**config.mk**
```make
export PLATFORM = sky130hd
export DESIGN_NAME = oam_dma_ctrl_flat
export DESIGN_NICKNAME = d
export VERILOG_FILES = /design/src/rtl/oam_dma_ctrl_if.sv /design/src/rtl/oam_dma_ctrl.sv /design/src/flat_wrapper.sv
export SDC_FILE = /design/constraint.sdc
export NUM_CORES = 1
export LEC_CHECK = 0
export ABC_AREA = 0
export BUFFER_PORTS_ARGS = -buffer_cell sky130_fd_sc_hd__buf_4
export CAP_MARGIN = 0
export CELL_PAD_IN_SITES_DETAIL_PLACEMENT = 1
export CELL_PAD_IN_SITES_GLOBAL_PLACEMENT = 2
export CORE_MARGIN = 1.5
export CORE_UTILIZATION = 24
export DETAILED_ROUTE_END_ITERATION = 16
export MAX_ROUTING_LAYER = met4
export PLACE_DENSITY_LB_ADDON = 0.3
export RECOVER_POWER = 25
export SETUP_SLACK_MARGIN = 0.5
export SYNTH_ARGS = -nofsm -noshare
export SYNTH_HDL_FRONTEND = slang
export SYNTH_SLANG_ARGS = --single-unit
```
**constraint.sdc**
```tcl
create_clock -name clk -period 1.5 [get_ports clk]
set_input_delay 0.075 -clock clk [delete_from_list [all_inputs] [get_ports clk]]
set_output_delay 0.075 -clock clk [all_outputs]
set_load 0.03 [all_outputs]
```
**src/rtl/oam_dma_ctrl_if.sv**
```systemverilog
// ---------------------------------------------------------------------------
// oam_dma_ctrl_if
// Bus bundle between the shared CPU memory bus and the sprite OAM DMA engine.
//   cpu_addr/cpu_data_out/cpu_write_en : CPU bus activity, snooped by the DMA
//   mem_data_in                        : shared read-data bus
//   halt                               : CPU stall request
//   dma_active                         : bus-mux select (1 = DMA owns the bus)
//   dma_addr/dma_data_out              : DMA bus address / write data
//   dma_write_en/dma_read_en           : DMA bus strobes
//   dma_done                           : one-cycle end-of-transfer pulse
// Modports: master = bus/system side, slave = DMA engine side.
// ---------------------------------------------------------------------------
interface oam_dma_ctrl_if;
    logic [15:0] cpu_addr;
    logic [7:0]  cpu_data_out;
    logic        cpu_write_en;
    logic [7:0]  mem_data_in;
    logic        halt;
    logic        dma_active;
    logic [15:0] dma_addr;
    logic [7:0]  dma_data_out;
    logic        dma_write_en;
    logic        dma_read_en;
    logic        dma_done;

    modport master (
        output cpu_addr, cpu_data_out, cpu_write_en, mem_data_in,
        input  halt, dma_active, dma_addr, dma_data_out,
               dma_write_en, dma_read_en, dma_done
    );

    modport slave (
        input  cpu_addr, cpu_data_out, cpu_write_en, mem_data_in,
        output halt, dma_active, dma_addr, dma_data_out,
               dma_write_en, dma_read_en, dma_done
    );
endinterface

```
**src/rtl/oam_dma_ctrl.sv**
```systemverilog
// ---------------------------------------------------------------------------
// oam_dma_ctrl
// Sprite OAM DMA engine. Snoops CPU writes to DMA_TRIG_ADDR, stalls the CPU
// via halt, then copies the 256 bytes of CPU page {page,00..FF} to
// OAM_DATA_ADDR as alternating read / write bus cycles.
//
// Ports:
//   clk  : system clock, rising edge
//   rst  : synchronous, active-low reset
//   bus  : oam_dma_ctrl_if.slave (CPU snoop inputs, read data, DMA outputs)
//
// Optional feature macro: OAM_DMA_ODD_ALIGN_EN
//   Defined   : an extra ALIGN cycle is inserted after HALT_WAIT when the
//               free-running cycle parity is odd (NES get/put alignment).
//   Undefined : ALIGN is never entered; every transfer halts for 513 cycles.
// ---------------------------------------------------------------------------
module oam_dma_ctrl #(
    parameter logic [15:0] DMA_TRIG_ADDR = 16'h4014,
    parameter logic [15:0] OAM_DATA_ADDR = 16'h2004
) (
    input  logic          clk,
    input  logic          rst,
    oam_dma_ctrl_if.slave bus
);

    typedef enum logic [2:0] {
        IDLE      = 3'd0,
        HALT_WAIT = 3'd1,
        ALIGN     = 3'd2,
        RD        = 3'd3,
        WR        = 3'd4,
        DONE      = 3'd5
    } state_t;

    state_t      state, state_nxt;
    logic [7:0]  page, page_nxt;
    logic [7:0]  idx, idx_nxt;
    logic        trig;

`ifdef OAM_DMA_ODD_ALIGN_EN
    logic        cyc_par;
`endif

    // Registered outputs, decoded from the state being entered.
    logic        halt_q;
    logic        active_q;
    logic        rd_q;
    logic        wr_q;
    logic        done_q;
    logic [15:0] addr_q;

    assign trig = bus.cpu_write_en && (bus.cpu_addr == DMA_TRIG_ADDR);

    // Next-state / next-register decode.
    always_comb begin
        state_nxt = state;
        page_nxt  = page;
        idx_nxt   = idx;
        case (state)
            IDLE: begin
                if (trig) begin
                    page_nxt  = bus.cpu_data_out;
                    idx_nxt   = 8'h00;
                    state_nxt = HALT_WAIT;
                end
            end
            HALT_WAIT: begin
`ifdef OAM_DMA_ODD_ALIGN_EN
                state_nxt = cyc_par ? ALIGN : RD;
`else
                state_nxt = RD;
`endif
            end
            ALIGN: state_nxt = RD;
            RD:    state_nxt = WR;
            WR: begin
                if (idx == 8'hFF) begin
                    state_nxt = DONE;
                end else begin
                    // 8-bit wrap is intentional: idx never carries into page.
                    idx_nxt   = idx + 8'd1;
                    state_nxt = RD;
                end
            end
            DONE:    state_nxt = IDLE;
            default: state_nxt = IDLE;
        endcase
    end

    always_ff @(posedge clk) begin
        if (!rst) begin
            state    <= IDLE;
            page     <= 8'h00;
            idx      <= 8'h00;
            halt_q   <= 1'b0;
            active_q <= 1'b0;
            rd_q     <= 1'b0;
            wr_q     <= 1'b0;
            done_q   <= 1'b0;
            addr_q   <= 16'h0000;
`ifdef OAM_DMA_ODD_ALIGN_EN
            cyc_par  <= 1'b0;
`endif
        end else begin
            state    <= state_nxt;
            page     <= page_nxt;
            idx      <= idx_nxt;
`ifdef OAM_DMA_ODD_ALIGN_EN
            cyc_par  <= ~cyc_par;
`endif
            halt_q   <= (state_nxt == HALT_WAIT) || (state_nxt == ALIGN) ||
                        (state_nxt == RD)        || (state_nxt == WR);
            active_q <= (state_nxt == ALIGN) || (state_nxt == RD) ||
                        (state_nxt == WR);
            rd_q     <= (state_nxt == RD);
            wr_q     <= (state_nxt == WR);
            done_q   <= (state_nxt == DONE);
            // Address is zero outside RD/WR so the mux never sees stale values.
            if (state_nxt == RD)
                addr_q <= {page_nxt, idx_nxt};
            else if (state_nxt == WR)
                addr_q <= OAM_DATA_ADDR;
            else
                addr_q <= 16'h0000;
        end
    end

    assign bus.halt         = halt_q;
    assign bus.dma_active   = active_q;
    assign bus.dma_read_en  = rd_q;
    assign bus.dma_write_en = wr_q;
    assign bus.dma_done     = done_q;
    assign bus.dma_addr     = addr_q;
    // Memory returns read data the cycle after dma_read_en, which is the WR
    // cycle, so the byte is forwarded combinationally.
    assign bus.dma_data_out = wr_q ? bus.mem_data_in : 8'h00;

endmodule

```
**src/flat_wrapper.sv**
```systemverilog
// flat-port wrapper written by rule: the top's interface ports become plain ports
module oam_dma_ctrl_flat 
#(
    parameter logic [15:0] DMA_TRIG_ADDR = 16'h4014,
    parameter logic [15:0] OAM_DATA_ADDR = 16'h2004
)
  (clk, rst, bus_cpu_addr, bus_cpu_data_out, bus_cpu_write_en, bus_mem_data_in, bus_halt, bus_dma_active, bus_dma_addr, bus_dma_data_out, bus_dma_write_en, bus_dma_read_en, bus_dma_done);
  oam_dma_ctrl_if bus_i ();
  input  logic clk;
  input  logic rst;
  input wire logic [$bits(bus_i.cpu_addr)-1:0] bus_cpu_addr;
  input wire logic [$bits(bus_i.cpu_data_out)-1:0] bus_cpu_data_out;
  input wire logic [$bits(bus_i.cpu_write_en)-1:0] bus_cpu_write_en;
  input wire logic [$bits(bus_i.mem_data_in)-1:0] bus_mem_data_in;
  output wire logic [$bits(bus_i.halt)-1:0] bus_halt;
  output wire logic [$bits(bus_i.dma_active)-1:0] bus_dma_active;
  output wire logic [$bits(bus_i.dma_addr)-1:0] bus_dma_addr;
  output wire logic [$bits(bus_i.dma_data_out)-1:0] bus_dma_data_out;
  output wire logic [$bits(bus_i.dma_write_en)-1:0] bus_dma_write_en;
  output wire logic [$bits(bus_i.dma_read_en)-1:0] bus_dma_read_en;
  output wire logic [$bits(bus_i.dma_done)-1:0] bus_dma_done;
  assign bus_i.cpu_addr = bus_cpu_addr;
  assign bus_i.cpu_data_out = bus_cpu_data_out;
  assign bus_i.cpu_write_en = bus_cpu_write_en;
  assign bus_i.mem_data_in = bus_mem_data_in;
  assign bus_halt = bus_i.halt;
  assign bus_dma_active = bus_i.dma_active;
  assign bus_dma_addr = bus_i.dma_addr;
  assign bus_dma_data_out = bus_i.dma_data_out;
  assign bus_dma_write_en = bus_i.dma_write_en;
  assign bus_dma_read_en = bus_i.dma_read_en;
  assign bus_dma_done = bus_i.dma_done;
  oam_dma_ctrl #(.DMA_TRIG_ADDR(DMA_TRIG_ADDR), .OAM_DATA_ADDR(OAM_DATA_ADDR)) u_core (.clk(clk), .rst(rst), .bus(bus_i));
endmodule
```
==> results.md <==
- GRT Total Usage: 13.7%
- Clk pin slew, worst setup/hold paths: 0.08 ns
- Slew @ Worst Pin: 0.428 ns
- Critical path's largest stage delay: 0.49 ns
- Max Buffers Root-to-Sink: 2
- CP max FO: 4
- Via count: 1561
- ANT nets after route: 0
- Area of the mapped netlist: 0.00155 mm2
- Power per cell area: 704 mW/mm2
- Routed wire length: 5010 um
- Worst setup EP type: register
- Worst vdd ir: 500 uV
- Initial antenna violation count: 0
- Area added between synthesis and finish: 83.2%
- F_max: 653 MHz
- Synth cell count leaders: dfxtp_1, nor2_1, and2_1, nand2_1, mux2i_1
- Core area: 0.00631 mm2
- Syn_area_per_cell: 9.58 um2
- # DRC: 0
- DR vias/cell: 4.59
- RSZ-0062 raised after global routing: yes
- Pin count of the biggest net entering global routing: 15
- First-pass GRT wire length: 7430 um
- Final Hold Viols: 0
- CP Class: register to register
- Nets: 298
- Max-slew violations: 0
- Post-CTS Hold Buffers: 0
- FFs w/ async S/R, synth: 0%
- CP Cell Sequence: nand4_1 -> or4_4 -> o21ai_2 -> o21ba_4 -> nor2_2
- Initial core utilization: 24.6%
- WP data required: 1.74 ns
- Failing checks: negative setup slack
- IO Port Bufs: 63
- Die X: 83.4 um
- Final Skew: 0.00563 ns
- Register area share after synthesis: 51.6%
- Status: finished with violations
- Most common cell in the netlist: dfxtp_1
- Final setup viols: 4
- Unique masters post-synth: 40
- Tmin final: 1.53 ns
- Period utilisation layout: 102%
- FF+latch count, synth: 40
- Synth Net Count: 198
- Synthesis Warnings: 0
- Proportion of layout cells with a drive suffix above 1: 60.5%
- N_diodes: 0
- Gp weighted congestion: 0.760
- Largest area contributor in the netlist: dfxtp_1
- Finished Cell Area: 0.00285 mm2
- DP Area: 0.00232 mm2
- Setup ws final: -0.0324 ns
- Post-synth EDFFs: 0
- Drt pass-1 iters: 2
- Vias in the first global route: 1574
- WL/cell: 14.7 um
- Total power draw: 0.00200 W
- Synth area leaders: dfxtp_1, and2_1, mux2i_1
- Max-Cap Viols: 0
- Congestion Overflow GR: 0
- Startpoint Class: register
- Setup TNS: -0.0690 ns
- Cts bufs inserted: 5
- Slew HR: 71.1%
- DRT iter0 DRCs: 20
- Die Y: 83.4 um
- Ports: 64
- Top-area cell type share of the netlist area: 51.6%
- Main synth FF type: dfxtp_1
- Crit-path slowest cell: or4_4
- Min-delay worst type: input port to register
- Clock Sinks: 40
- Worst-skew pair later-pin latency: 0.30 ns
- CTS root buf: clkbuf_8
- Detailed placement HPWL: 3130 um
- Post-Synthesis Cells: 162
- Core Rows: 29
- Pleak: 1.20 nW
- Die ar.: 0.00696 mm2
- H-tree depth: 2
- Worst EP arrival: 1.77 ns
- CTS tree: built
## cell usage in the layout (no fill, tap or decap), types with 2 or more instances in the layout
master,count
nor3_1,3
and2_4,8
nand4_1,2
buf_6,23
nor3_4,2
o21ai_4,3
nand2_1,10
buf_4,64
inv_1,4
clkbuf_16,2
mux2i_4,3
a21o_1,2
and2_1,8
clkbuf_8,5
o21ai_2,5
nor4b_2,2
dfxtp_2,3
dfxtp_4,5
clkbuf_1,10
mux2i_2,5
dfxtp_1,32
nand2_2,2
nor2_1,20
o21ai_0,2
or3_4,2
nor2_2,2
## power by group
part            total, W  switching [W]  leakage (nW)  internal [W]
sequential       0.00105   0.0000000533         0.328       0.00105
combinational  0.0000984      0.0000336         0.817     0.0000648
clock           0.000853       0.000418        0.0530      0.000435
## per-stage QoR
step                setup WS, ns  util, %  std cells  hold WS [ns]
finish                   -0.0324     45.1        340        0.0302
global route             -0.0771     45.1        340        0.0302
CTS                      -0.0241     42.4        332        0.0197
detailed placement       -0.0652     36.7        316         0.346
global placement         -0.0758     36.7        316         0.332
floorplan                -0.0236        -        162         0.189
## cells by family (layout without fill, tap and decap cells)
logic type	after synthesis	count (layout)	synth area share [%]
adder cells (fa/ha/maj)	1	1	0.806
AND/OR/NAND/NOR	77	77	26.9
flip-flops	40	40	51.6
XOR/XNOR	1	1	0.564
AO/OA/AOI/OAI	22	22	10.1
multiplexers	9	9	5.80
buffers and inverters	12	113	4.27
## critical path, delay by kind of cell, from the launching register on
kind / cells / cell delay, ns
simple gates: 3 / 0.81
compound gates: 2 / 0.29
flops: 1 / 0.38
## layout make-up
class                      count  area (um2)
fill                         710        3470
multi-input combinational    110         968
sequential                    40         823
timing repair buffer          99         822
tap                           77        96.3
clock buffer                   6        93.8
inverter                       6        25.0
clock inverter                 2        16.3
## routing by layer
metal	part of all wire, %	GRT usage, %
met2	54	24.2
met3	4.9	4.08
met1	40	15.4
met5	0	-
met4	0.68	3.13
## sequential cells by signal (all words and copies together), names as in the netlist
signal,flops
u_core.bus.dma_write_en,1
u_core.idx,8
u_core.bus.dma_read_en,1
u_core.bus.dma_active,1
u_core.bus.halt,1
u_core.page,8
u_core.bus.dma_done,1
u_core.state,3
u_core.bus.dma_addr,16
## final timing paths
kind / start / to / slack [ns] / cells after the start
min reg2reg: u_core.page[2]$_SDFF_PN0_ / u_core.bus.dma_addr[10]$_SDFF_PN0_ / 0.51 / 2
min: bus_cpu_data_out[2] / u_core.bus.dma_addr[10]$_SDFF_PN0_ / 0.03 / 3
max: u_core.idx[1]$_SDFF_PN0_ / u_core.idx[7]$_SDFF_PN0_ / -0.03 / 5
max reg2reg: u_core.idx[1]$_SDFF_PN0_ / u_core.idx[7]$_SDFF_PN0_ / -0.03 / 5
## what timing repair did
action,CTS,global route
pin swaps,14,16
buffers inserted,8,6
gates resized for setup,58,26
endpoints found under the setup margin,49,49
cloned,0,2
Note: power is estimated with default switching activity, not from simulation.
